==> config.mk <==
export PLATFORM = sky130hd
export DESIGN_NAME = load_store_ctrl
export DESIGN_NICKNAME = d
export VERILOG_FILES = /design/src/rtl/load_store_ctrl.sv
export SDC_FILE = /design/constraint.sdc
export NUM_CORES = 1
export LEC_CHECK = 0
export CELL_PAD_IN_SITES_DETAIL_PLACEMENT = 1
export CELL_PAD_IN_SITES_GLOBAL_PLACEMENT = 1
export CORE_MARGIN = 2
export CORE_UTILIZATION = 33
export CTS_CLUSTER_SIZE = 10
export DETAILED_ROUTE_END_ITERATION = 6
export PLACE_DENSITY_LB_ADDON = 0.1
export SLEW_MARGIN = 20
export SYNTH_ARGS = -nofsm -noshare
export SYNTH_HDL_FRONTEND = slang
export SYNTH_SLANG_ARGS = --single-unit
==> constraint.sdc <==
create_clock -name i_clk -period 2.1 [get_ports i_clk]
set_input_delay 0.315 -clock i_clk [delete_from_list [all_inputs] [get_ports i_clk]]
set_output_delay 0.315 -clock i_clk [all_outputs]
set_load 0.05 [all_outputs]
==> src/rtl/load_store_ctrl.sv <==
// load_store_ctrl
//   Sequences data-memory loads and stores (LB/LBU/LH/LHU/LW/SB/SH/SW) between
//   the MEM stage and a word-addressed, single-port, synchronous-read RAM that
//   has no byte enables. Sub-word stores are done as read-modify-write. Loads
//   pick the addressed lane and sign- or zero-extend it.
//
// Ports
//   i_clk, i_rst      clock; synchronous active-high reset
//   i_req             access request, only looked at in IDLE
//   i_we              1 = store, 0 = load
//   i_size            00 byte, 01 half, 10 word, 11 illegal
//   i_unsigned        zero-extend sub-word loads
//   i_addr            byte address
//   i_wdata           right-aligned store data
//   i_ram_rdata       RAM read data, valid one cycle after o_ram_addr
//   o_busy            high while an access is in flight
//   o_done            one-cycle completion pulse
//   o_rdata           registered, extended load result
//   o_misaligned      error pulse, coincident with o_done
//   o_ram_addr        latched word address
//   o_ram_we          RAM write strobe
//   o_ram_wdata       RAM write data (zero when not writing)
//
// State table
//   state    | meaning
//   ST_IDLE  | waiting for i_req; latches the request
//   ST_ISSUE | word address on RAM; SW writes here, others start a read
//   ST_READ  | RAM data valid: extend for loads, merge lane for SB/SH
//   ST_WRITE | write merged word back (SB/SH)
//   ST_ERR   | misaligned/illegal request reported, no RAM access
//   ST_DONE  | completion pulse

module load_store_ctrl #(
    parameter int RAM_AW = 8
) (
    input  logic              i_clk,
    input  logic              i_rst,
    input  logic              i_req,
    input  logic              i_we,
    input  logic [1:0]        i_size,
    input  logic              i_unsigned,
    input  logic [31:0]       i_addr,
    input  logic [31:0]       i_wdata,
    input  logic [31:0]       i_ram_rdata,
    output logic              o_busy,
    output logic              o_done,
    output logic [31:0]       o_rdata,
    output logic              o_misaligned,
    output logic [RAM_AW-1:0] o_ram_addr,
    output logic              o_ram_we,
    output logic [31:0]       o_ram_wdata
);

    localparam logic [1:0] SZ_BYTE = 2'b00;
    localparam logic [1:0] SZ_HALF = 2'b01;
    localparam logic [1:0] SZ_WORD = 2'b10;

    typedef enum logic [2:0] {
        ST_IDLE  = 3'd0,
        ST_ISSUE = 3'd1,
        ST_READ  = 3'd2,
        ST_WRITE = 3'd3,
        ST_ERR   = 3'd4,
        ST_DONE  = 3'd5
    } state_t;

    state_t state, state_nxt;

    logic [RAM_AW-1:0] addr_q;
    logic [1:0]        off_q;
    logic [1:0]        size_q;
    logic              unsigned_q;
    logic              we_q;
    logic [31:0]       wdata_q;
    logic [31:0]       merge_q;
    logic [31:0]       rdata_q;

    logic              misaligned_req;
    logic [31:0]       load_val;
    logic [31:0]       merge_val;
    logic [7:0]        byte_sel;
    logic [15:0]       half_sel;
    logic              ram_we_raw;

    // Upper address bits beyond the RAM are intentionally ignored.
    logic unused_addr_bits;
    assign unused_addr_bits = ^i_addr[31:RAM_AW+2];

    assign misaligned_req = (i_size == 2'b11)
                         || (i_size == SZ_HALF && i_addr[0])
                         || (i_size == SZ_WORD && i_addr[1:0] != 2'b00);

    always_ff @(posedge i_clk) begin
        if (i_rst) begin
            state <= ST_IDLE;
        end else begin
            state <= state_nxt;
        end
    end

    always_comb begin
        state_nxt = state;
        case (state)
            ST_IDLE: begin
                if (i_req) begin
                    state_nxt = misaligned_req ? ST_ERR : ST_ISSUE;
                end
            end
            ST_ISSUE: begin
                state_nxt = (we_q && size_q == SZ_WORD) ? ST_DONE : ST_READ;
            end
            ST_READ: begin
                state_nxt = we_q ? ST_WRITE : ST_DONE;
            end
            ST_WRITE: state_nxt = ST_DONE;
            ST_ERR:   state_nxt = ST_IDLE;
            ST_DONE:  state_nxt = ST_IDLE;
            default:  state_nxt = ST_IDLE;
        endcase
    end

    // Lane selection for loads.
    always_comb begin
        byte_sel = 8'h00;
        case (off_q)
            2'b00:   byte_sel = i_ram_rdata[7:0];
            2'b01:   byte_sel = i_ram_rdata[15:8];
            2'b10:   byte_sel = i_ram_rdata[23:16];
            default: byte_sel = i_ram_rdata[31:24];
        endcase
        half_sel = off_q[1] ? i_ram_rdata[31:16] : i_ram_rdata[15:0];

        load_val = i_ram_rdata;
        case (size_q)
            SZ_BYTE: load_val = unsigned_q ? {24'h000000, byte_sel}
                                           : {{24{byte_sel[7]}}, byte_sel};
            SZ_HALF: load_val = unsigned_q ? {16'h0000, half_sel}
                                           : {{16{half_sel[15]}}, half_sel};
            default: load_val = i_ram_rdata;
        endcase
    end

    // Lane replacement for sub-word stores.
    always_comb begin
        merge_val = i_ram_rdata;
        if (size_q == SZ_BYTE) begin
            case (off_q)
                2'b00:   merge_val[7:0]   = wdata_q[7:0];
                2'b01:   merge_val[15:8]  = wdata_q[7:0];
                2'b10:   merge_val[23:16] = wdata_q[7:0];
                default: merge_val[31:24] = wdata_q[7:0];
            endcase
        end else if (size_q == SZ_HALF) begin
            if (off_q[1]) begin
                merge_val[31:16] = wdata_q[15:0];
            end else begin
                merge_val[15:0] = wdata_q[15:0];
            end
        end
    end

    always_ff @(posedge i_clk) begin
        if (i_rst) begin
            addr_q     <= '0;
            off_q      <= 2'b00;
            size_q     <= 2'b00;
            unsigned_q <= 1'b0;
            we_q       <= 1'b0;
            wdata_q    <= 32'h0;
            merge_q    <= 32'h0;
            rdata_q    <= 32'h0;
        end else begin
            if (state == ST_IDLE && i_req) begin
                addr_q     <= i_addr[RAM_AW+1:2];
                off_q      <= i_addr[1:0];
                size_q     <= i_size;
                unsigned_q <= i_unsigned;
                we_q       <= i_we;
                wdata_q    <= i_wdata;
            end
            if (state == ST_READ) begin
                if (we_q) begin
                    merge_q <= merge_val;
                end else begin
                    rdata_q <= load_val;
                end
            end
        end
    end

    assign ram_we_raw = (state == ST_ISSUE && we_q && size_q == SZ_WORD)
                     || (state == ST_WRITE);

    // Reset blocks the strobe combinationally so a mid-sequence reset never
    // corrupts the RAM.
    assign o_ram_we     = ram_we_raw && !i_rst;
    assign o_ram_wdata  = !o_ram_we ? 32'h0
                        : (state == ST_WRITE) ? merge_q : wdata_q;
    assign o_ram_addr   = addr_q;
    assign o_busy       = (state != ST_IDLE);
    assign o_done       = (state == ST_DONE) || (state == ST_ERR);
    assign o_misaligned = (state == ST_ERR);
    assign o_rdata      = rdata_q;

endmodule

Word level (Yosys, flattened, before mapping). Index checks and enable logic that the tools add are counted.

Equality and inequality tests: 13. Mux-type cells: 20. Bitwise logic cells: 1. Reduce and logical (&&, ||, !) cells: 20.

Operators with widths (count): two-way mux 32 bit (6); case mux 32 bit (2 select lines) (1); two-way mux 16 bit (3); two-way mux 8 bit (4); case mux 8 bit (3 select lines) (1); two-way mux 3 bit (4); case mux 3 bit (4 select lines) (1); == test 2 bit (second input constant) (4); logical AND 1 bit (7); == test 2 x 1 -> 1 bit (second input constant) (3); == test 3 x 2 -> 1 bit (second input constant) (2); == test 3 bit (second input constant) (2); zero test 2 bit (2); logical OR 1 bit (4); AND reduction 2 bit (2); == test 3 x 1 -> 1 bit (second input constant) (1); zero test 3 bit (1); nonzero test 3 bit (1); OR reduction 3 bit (1); inequality test 2 bit (second input constant) (1); nonzero test 2 bit (1); zero test 1 bit (1); inverter 1 bit (1).

Flip-flop bits (word level): 113. Logic and storage cells: 63.

Depth between registers and ports, before layout. Gate-level depths: netlist (run 1).

Depth after elaboration: 7. Depth in mapped cells: 7. Depth with buffers taken out: 5.

Worst setup path after synthesis (run 1). No wires, ideal clock.

Path type: flip-flop to output port. From: reg state[0]. To: out o_ram_wdata[22]. Arrival: 2.034 ns. Data required time: 1.785 ns. Setup slack: -0.249 ns. Cell stages (with the launch flop): 7. Buffers on the path: 2. Path through: dfxtp_1 > nor2b_1 > o21ai_1 > or2_2 > clkbuf_1 > buf_2 > a21oi_1.

Word-level cells in the longest chain between the ends: 6. Elaborated cells on any way between the ends: 8.

Ends and longest elaborated chain: start: declaration (line 67) `state_t state, state_nxt;`; start signal: assignment (line 97) `state <= state_nxt;`; == test 3 x 1 -> 1 bit (line 191) `assign ram_we_raw = (state == ST_ISSUE && we_q && size_q == SZ_WORD)`; logical AND 1 bit (2 in series) (line 191); logical OR 1 bit (line 192) `|| (state == ST_WRITE);`; logical AND 1 bit (line 196) `assign o_ram_we = ram_we_raw && !i_rst;`; two-way mux 32 bit (*) (line 197) `assign o_ram_wdata = !o_ram_we ? 32'h0`; end: declaration (line 51) `output logic [31:0] o_ram_wdata`.

Every way passes the cells marked *; elsewhere a longest branch is shown, timed or not.

Worst setup path in the final report (run 1).
From: reg size_q[0]. To: out o_ram_wdata[16].

Word-level cells in the longest chain between the ends: 5.

Ends and longest elaborated chain: start: declaration (line 71) `logic [1:0] size_q;`; start signal: assignment (line 176) `size_q <= i_size;`; == test 2 bit (line 191); logical AND 1 bit (line 191); logical OR 1 bit (line 192); logical AND 1 bit (line 196); two-way mux 32 bit (line 197).

No other way between the ends.

==> flow_summary.ini, run 1 <==
[clocking]
clk_latency_ps = 420
cts_hold_buf = 0
numCtsBuffers = 17
cts_sinks = 113
tritoncts = yes
clk_pin_slew_ps = 50
cts_max_path_buffers = 2
cts_root_buf = clkbuf_16
ctsHtreeMaxLevel = 4

[synthesis]
synth_cell_type_count = 47
yosysTopAreaCell = dfxtp_1
avgSynthCellArea_um2 = 7.36
synth.area.top_cells = dfxtp_1 40%, nand2_1 15%, a21oi_1 9.1%
ys_seq_area_frac = 0.396
ys.flop_type = dfxtp_1
synth.ff_latch_count = 113
synth_common_cells = 226 x nand2_1, 113 x dfxtp_1, 104 x a21oi_1
synth_edf_count = 0
synthArstFlopShare = 0
synth.most_common_cell = nand2_1
syn-cell-area_um2 = 5710
yosysTopAreaCellShare = 0.396
syn_inst = 776
yosys_warnings = 0
synth_nets = 879

[setup_path]
cp.required_ps = 1780
worstSetupStartpointType = flip-flop
worstSetupPathType = flip-flop to output pin
cp_max_fo = 9
crit_arrival_ps = 1830
cp-end-kind = output pin

[floorplan]
core_area_um2 = 17100
die_h_um = 136
initial_utilization = 0.334
die_w_um = 136
io-pin-count = 179
fp-row-count = 48
die_area_um2 = 18400

[timing]
post-route-period-util = 1.02
slew_headroom = 0.560
setup_viol = 30
fin_crit_ps = 2150
clock.fmax_mhz = 466
hold_viol_final = 0
clock_skew_ps = 6.02
fin_ws_ps = -47.2
rsz0062_at_grt = yes
worst_pin_slew_ps = 660
maxSlewViolCount = 0

[drt]
routed-wl-met2_um = 12400
ant_nets = 0
viasPerCell = 5.44
routed_wl_um = 24600
wl_met1_um = 10500
drtIter0Drc = 410
route.met3.wl_um = 1040
drc = 0
top_layer_used = met4
drtPass1Iterations = 5
wl_per_cell_um = 21.1
vias = 6351

[worst_hold_path]
hp-class = primary input to flip-flop

[place]
placed_cells = 1124
dpl_worst_slack_ps = -43.6
dp_hpwl_um = 16400
place.gp.congestion = 0.863
io_buffers = 156

[pwr]
leakagePower_uw = 0.00312
power_density_nw_per_um2 = 756
ir_drop_uv = 577

[global_routing]
grt.overflow.total = 0
grt_max_degree = 58
grt_usage = 0.268
grt_pass1_vias = 6612
antenna_found_initial = 0
grt_pass1_wl_um = 37500

[job]
cap_violations = 0

[finish]
seqCellArea_um2 = 2270
syn_to_final_growth_pct = 58.6
final_cells = 1167
multiInputGateArea_um2 = 3460
diodes = 0
fillers = 1974
nets = 1032
drive_above_1_share = 0.188

[outcome]
violations = negative setup slack
run_status = complete, but fails checks
[timing repair]
action                                  in CTS  in global routing
pin swaps                                    2                  7
buffers inserted                             4                  2
endpoints found under the hold margin        0                  0
endpoints found under the setup margin      33                 33
cloned                                       2                  3
gates resized for setup                     54                 25
[layout make-up]
| class | count | share of cell area |
|---|---|---|
| inverter | 12 | 0.00497 |
| multi-input combinational | 585 | 0.382 |
| clock buffer | 22 | 0.0513 |
| timing repair buffer | 200 | 0.260 |
| clock inverter | 10 | 0.0200 |
| tap | 225 | 0.0311 |
| sequential | 113 | 0.250 |
[power by group]
group          internal [uW]  leakage, uW  switching [uW]
registers               2250     0.000920             100
clock network           2160     0.000314            1050
logic                    494      0.00188             790
total                   4910      0.00312            1940
[path summary, 6_finish.rpt]
path	endpoint	cells past startpoint	slack [ps]	from
worst min register to register	o_ram_addr[7]	2	460	o_ram_addr[7]
worst min-delay path	o_ram_addr[6]	3	440	i_addr[8]
worst max-delay path	o_ram_wdata[16]	6	-50	size_q[0]
worst max register to register	merge_q[18]	5	160	size_q[1]
[stage by stage]
step / area (um^2) / TNS, ps / utilization / power, uW / hold WS [ps]
6_report: 9060 / -733 / 0.529 / 6850 / 444
5_1_grt: 9060 / -2540 / 0.529 / 7110 / 437
3_3_place_gp: 7900 / -321 / 0.462 / 3590 / 443
2_1_floorplan: 5710 / -7480 / - / 3080 / 437
4_1_cts: 8850 / -1100 / 0.517 / 6860 / 433
3_5_place_dp: 7900 / -544 / 0.462 / 3620 / 452
[sequential cells by signal, indices dropped and copies added (netlist names)]
name / count
unsigned_q: 1
o_rdata: 32
off_q: 2
merge_q: 32
wdata_q: 32
state: 3
we_q: 1
o_ram_addr: 8
size_q: 2
[kinds of logic after synthesis]
family	synth area share
AO/OA/AOI/OAI	0.241
multiplexers	0.0213
AND/OR/NAND/NOR	0.277
flip-flops	0.396
buffers and inverters	0.0646
[placed cells by master, fill, tap and decap left out, types with 2 or more instances in the layout]
master             n
nand3b_1           2
a32oi_1            8
a32o_1             8
mux2_2             7
a21oi_2            8
nor2_1            68
mux2i_1            2
buf_4             37
nor3_1             5
bufinv_16          5
nand2_2            3
dfxtp_2            4
or2_4              4
buf_12            41
clkbuf_1           3
a22oi_1            8
inv_1             11
clkbuf_16         19
a311oi_1          31
a211oi_1          23
clkbuf_8           2
a21oi_4           26
clkinv_2           3
nand2_4            2
nor3b_1            7
clkdlybuf4s50_1  119
nand2_1          221
dfxtp_1          109
nand2b_1           8
nor2_2             2
o21ai_0            9
and2_1             3
nand3_1           17
a2bb2oi_1          7
nor4bb_1           7
a21oi_1           72
nor2b_1           10
[metal layers]
metal | global-route usage | vias to the layer above
met5 | 0 | -
li1 | - | 3008
met2 | 0.458 | 183
met4 | 0.104 | 0
met3 | 0.0524 | 43
met1 | 0.332 | 3117
[critical path, stage by stage, from the launching register on]
cell and delay (ps):
dfxtp_2 310, and3b_2 260, o21ai_4 90, or2_4 270, buf_12 170, a21oi_4 150
buf_12 150
No activity file was read; power rests on OpenSTA's default activity.
==> inputs of run 2 (changes only) <==
--- a/config.mk
+++ b/config.mk
@@ -16,3 +16,4 @@
 export SYNTH_ARGS = -nofsm -noshare
 export SYNTH_HDL_FRONTEND = slang
 export SYNTH_SLANG_ARGS = --single-unit
+export TNS_END_PERCENT = 5
==> flow_summary.ini, run 2 (synthesis results as in run 1) <==
[outcome]
run_status = complete, but fails checks
violations = negative setup slack

[floorplan]
die_area_um2 = 18400
die_h_um = 136
die_w_um = 136
fp-row-count = 48
initial_utilization = 0.334
core_area_um2 = 17100
io-pin-count = 179

[timing]
hold_viol_final = 0
rsz0062_at_grt = yes
post-route-period-util = 1.04
maxSlewViolCount = 0
worst_pin_slew_ps = 646
fin_crit_ps = 2190
setup_viol = 33
fin_ws_ps = -91.3
slew_headroom = 0.569
clock.fmax_mhz = 456
final.setup.tns_ps = -1670
clock_skew_ps = 6.40

[global_routing]
grt_pass1_vias = 6567
grt_max_degree = 58
grt_usage = 0.266
grt_pass1_wl_um = 37300
grt.overflow.total = 0
antenna_found_initial = 0

[drt]
ant_nets = 0
vias = 6280
drtIter0Drc = 460
wl_per_cell_um = 20.7
viasPerCell = 5.41
drtPass1Iterations = 5
drc = 0
routed_wl_um = 24000

[clocking]
clk_pin_slew_ps = 60
numCtsBuffers = 17
clk_latency_ps = 420
tritoncts = yes
cts_root_buf = clkbuf_16
cts_max_path_buffers = 2
cts_hold_buf = 0
cts_sinks = 113
ctsHtreeMaxLevel = 4

[setup_path]
cp-end-kind = output pin
worstSetupPathType = flip-flop to output pin
cp_max_fo = 9
crit_arrival_ps = 1880
worstSetupStartpointType = flip-flop
worst_path_max_delay_cell = dfxtp_2
cpMostUsedCell = buf_12
critPathMaxStageDelay_ps = 320
crit_chain = and3b_2 > o21ai_4 > or2_4 > buf_12 > a21oi_2 > buf_12
cp.required_ps = 1780

[finish]
diodes = 0
nets = 1026
post-route-util = 0.521
fillers = 1978
mostFrequentLayoutCells = 226 x nand2_1, 119 x clkdlybuf4s50_1, 109 x dfxtp_1
drive_above_1_share = 0.177
final_area_um2 = 8910
syn_to_final_growth_pct = 56.1
final_common_cell = nand2_1
final_cells = 1161

[pwr]
ir_drop_uv = 580
leakagePower_uw = 0.00304
power_density_nw_per_um2 = 767

[place]
placed_cells = 1124
io_buffers = 156
dpl-instance-area_um2 = 7900
dpl_worst_slack_ps = -43.6
dp_hpwl_um = 16400
place.gp.congestion = 0.863

[job]
cap_violations = 0

[worst_hold_path]
hp-class = primary input to flip-flop
-- run 2: final timing paths --
| kind | from | endpoint | slack [ps] | depth (start not counted) |
|---|---|---|---|---|
| hold / removal | i_addr[8] | o_ram_addr[6] | 440 | 3 |
| setup / recovery | size_q[0] | o_ram_wdata[16] | -90 | 6 |
| hold reg to reg | o_ram_addr[7] | o_ram_addr[7] | 460 | 2 |
| setup reg to reg | size_q[1] | merge_q[12] | 220 | 5 |
-- run 2: worst max-delay path: cells and delay by family (launching register included) --
family / cells / cell delay (ps)
buf+inv: 2 / 320
simple gates: 2 / 540
flops: 1 / 320
compound gates: 2 / 260
-- run 2: per-stage QoR --
stage / total power, uW / hold WS [ps]
global placement: 3590 / 443
global route: 7090 / 437
floorplan: 3080 / 437
detailed placement: 3620 / 452
CTS: 6860 / 433
finish: 6840 / 440
-- run 2: power breakdown --
part	switching, uW	leakage, uW	total [uW]	internal, uW
sequential	98.9	0.000920	2350	2250
clock	1050	0.000314	3210	2160
combinational	781	0.00181	1270	490
-- run 2: layout make-up --
class | instances | area (um^2) | share of cell area
clock inverter | 10 | 181 | 0.0204
multi-input combinational | 585 | 3390 | 0.380
clock buffer | 22 | 464 | 0.0521
timing repair buffer | 194 | 2280 | 0.256
inverter | 12 | 45.0 | 0.00505
tap | 225 | 282 | 0.0316
sequential | 113 | 2270 | 0.254
-- run 2: layer usage --
layer / up-vias / global-route usage / routed length (um)
met5: - / 0 / 0
met4: 0 / 0.0995 / 644
met3: 40 / 0.0524 / 979
met2: 164 / 0.455 / 12100
met1: 3083 / 0.332 / 10300
li1: 2993 / - / -
-- run 2: timing repair --
action | in CTS | in global routing
pin swaps | 3 | 2
setup endpoints to repair | 33 | 33
buffers inserted | 2 | 0
gates cloned | 2 | 1
gates resized for setup | 56 | 8
==> inputs of run 3 (changes only) <==
--- a/config.mk
+++ b/config.mk
@@ -5,11 +5,11 @@
 export SDC_FILE = /design/constraint.sdc
 export NUM_CORES = 1
 export LEC_CHECK = 0
+export ABC_AREA = 1
 export CELL_PAD_IN_SITES_DETAIL_PLACEMENT = 1
 export CELL_PAD_IN_SITES_GLOBAL_PLACEMENT = 1
 export CORE_MARGIN = 2
-export CORE_UTILIZATION = 33
-export CTS_CLUSTER_SIZE = 10
+export CORE_UTILIZATION = 34
 export DETAILED_ROUTE_END_ITERATION = 6
 export PLACE_DENSITY_LB_ADDON = 0.1
 export SLEW_MARGIN = 20
==> flow_summary.ini, run 3 <==
[timing]
hold_viol_final = 0
rsz0062_at_grt = yes
post-route-period-util = 1.01
final.setup.tns_ps = -338
maxSlewViolCount = 0
fin_ws_ps = -28.5
clock.fmax_mhz = 470
setup_viol = 26
fin_crit_ps = 2130
slew_headroom = 0.611
worst_pin_slew_ps = 583
clock_skew_ps = 6.54

[global_routing]
grt_pass1_wl_um = 39000
grt_max_degree = 89
grt_usage = 0.252
grt.overflow.total = 0
antenna_found_initial = 0
grt_pass1_vias = 6821

[pwr]
switching_share = 0.335
power_density_nw_per_um2 = 776
clock_power_share = 0.412
p_sw_uw = 2460
combPwrFrac = 0.255
power_frac_seq = 0.333
leakagePower_uw = 0.00374
ir_drop_uv = 618
p_int_uw = 4880

[synthesis]
synthArstFlopShare = 0
synth_edf_count = 0
synth.most_common_cell = nand2_1
synth_common_cells = 146 x nand2_1, 113 x dfxtp_1, 106 x inv_1
syn-cell-area_um2 = 6310
syn_inst = 900
avgSynthCellArea_um2 = 7.01
synth.area.top_cells = dfxtp_1 36%, nand2_1 8.7%, o21ai_1 8.3%
synth_nets = 1003
yosysTopAreaCellShare = 0.359
yosys_warnings = 0
ys.flop_type = dfxtp_1
synth.ff_latch_count = 113
synth_cell_type_count = 30
ys_seq_area_frac = 0.359
yosysTopAreaCell = dfxtp_1

[floorplan]
die_w_um = 140
die_h_um = 140
core_area_um2 = 18100
die_area_um2 = 19700
fp-row-count = 49
initial_utilization = 0.349
io-pin-count = 179

[setup_path]
worstSetupStartpointType = flip-flop
cp.required_ps = 1780
r2r_end = merge_q[22]
worstReg2RegStart = size_q[1]
cp_max_fo = 6
worstSetupPathType = flip-flop to output pin
reg2reg_depth = 7
cp-end-kind = output pin
rrSetupSlack_ps = 360
critPathLaunch = size_q[1]
crit_arrival_ps = 1810

[job]
cap_violations = 0

[drt]
viasPerCell = 5.32
vias = 6845
routed_wl_um = 24800
ant_nets = 0
drc = 0
wl_met1_um = 11300
routed-wl-met2_um = 11900
route.met3.wl_um = 1170
wl_per_cell_um = 19.3
drtIter0Drc = 405
drtPass1Iterations = 5
top_layer_used = met4

[finish]
syn_to_final_growth_pct = 50.0
nets = 1147
final_cells = 1286
diodes = 0
mostFrequentLayoutCells = 144 x nand2_1, 120 x clkdlybuf4s50_1, 107 x dfxtp_1
final_common_cell = nand2_1
drive_above_1_share = 0.171

[place]
place.gp.congestion = 0.808
io_buffers = 156
dp_hpwl_um = 16400
placed_cells = 1241

[clocking]
clk_latency_ps = 420
numCtsBuffers = 17
ctsHtreeMaxLevel = 4
cts_root_buf = clkbuf_16
cts_sinks = 113
cts_max_path_buffers = 2
tritoncts = yes
clk_pin_slew_ps = 60

[outcome]
run_status = complete, but fails checks
violations = negative setup slack

[worst_hold_path]
hp-class = flip-flop to flip-flop
hold_start = o_ram_addr[1]
holdPathStages = 2
min_to = o_ram_addr[1]
[run 3: cell types whose count changed after synthesis, moves of 20 or more]
cell / change
o211ai_1: +20
nand4_1: +45
o21ai_0: +36
o21ai_1: +103
inv_1: +94
nand2_1: -80
nor2_1: -48
a21oi_2: +28
a311oi_1: -31
a211oi_1: -23
[run 3: worst max path at each step]
stage                       to  slack (ps)  cells after the start
6_report       o_ram_wdata[22]         -30                      8
3_5_place_dp    o_ram_wdata[0]         180                      8
5_1_grt         o_ram_wdata[4]         -90                      8
2_1_floorplan   o_ram_wdata[0]          70                      8
3_3_place_gp    o_ram_wdata[0]         210                      8
4_1_cts         o_ram_wdata[4]         -60                      9
[run 3: cell type report]
cell class	instances	area, um^2
Fill cell	2194	8620
Multi-Input combinational cell	598	3480
Timing Repair Buffer	197	2360
Sequential cell	113	2270
Clock buffer	20	457
Inverter	117	444
Tap cell	229	287
Clock inverter	12	158
[run 3: routing by layer]
layer | GRT usage | vias to the layer above
met5 | 0 | -
met4 | 0.0728 | 0
met3 | 0.0390 | 32
met2 | 0.411 | 190
met1 | 0.346 | 3282
li1 | - | 3341
[run 3: power by group through the flow]
stage	clock (uW)	sequential, uW	combinational (uW)
global placement	0	2480	1750
detailed placement	0	2480	1780
global route	3170	2460	2030
finish	3020	2440	1870
floorplan	0	2620	972
CTS	3060	2440	1840
[run 3: kinds of logic (layout without fill, tap and decap cells)]
| family | after synthesis | in the layout | share of synthesized area |
|---|---|---|---|
| AOI/OAI and AO/OA | 331 | 331 | 0.302 |
| buffers and inverters | 189 | 346 | 0.138 |
| DFF | 113 | 113 | 0.359 |
| and+or+nand+nor | 267 | 267 | 0.201 |
[run 3: repair_timing]
action / in CTS / in global routing
pin swaps: 5 / 2
cloned: 3 / 0
hold endpoints to repair: 0 / 0
endpoints found under the setup margin: 33 / 33
resized for setup: 48 / 13
buffers inserted: 7 / 3
hold buffers: 0 / 0
[run 3: metrics by stage]
step                      setup slack [ps]   util  instance area (um^2)  hold slack [ps]  total power (uW)
after floorplan                       71.3      -                  6310              387              3590
after global placement                 207  0.463                  8370              433              4230
after detailed placement               182  0.463                  8370              436              4260
after CTS                            -59.5  0.518                  9360              445              7340
after global routing                 -89.1  0.523                  9460              461              7660
final                                -28.5  0.523                  9460              442              7340
[run 3: critical path, stage by stage (launching register included)]
cell	delay [ps]
dfxtp_2	340
inv_2	50
nor3_4	190
nand2_2	110
nand2_4	100
nand2_8	110
buf_16	190
a21oi_4	150
buf_12	150
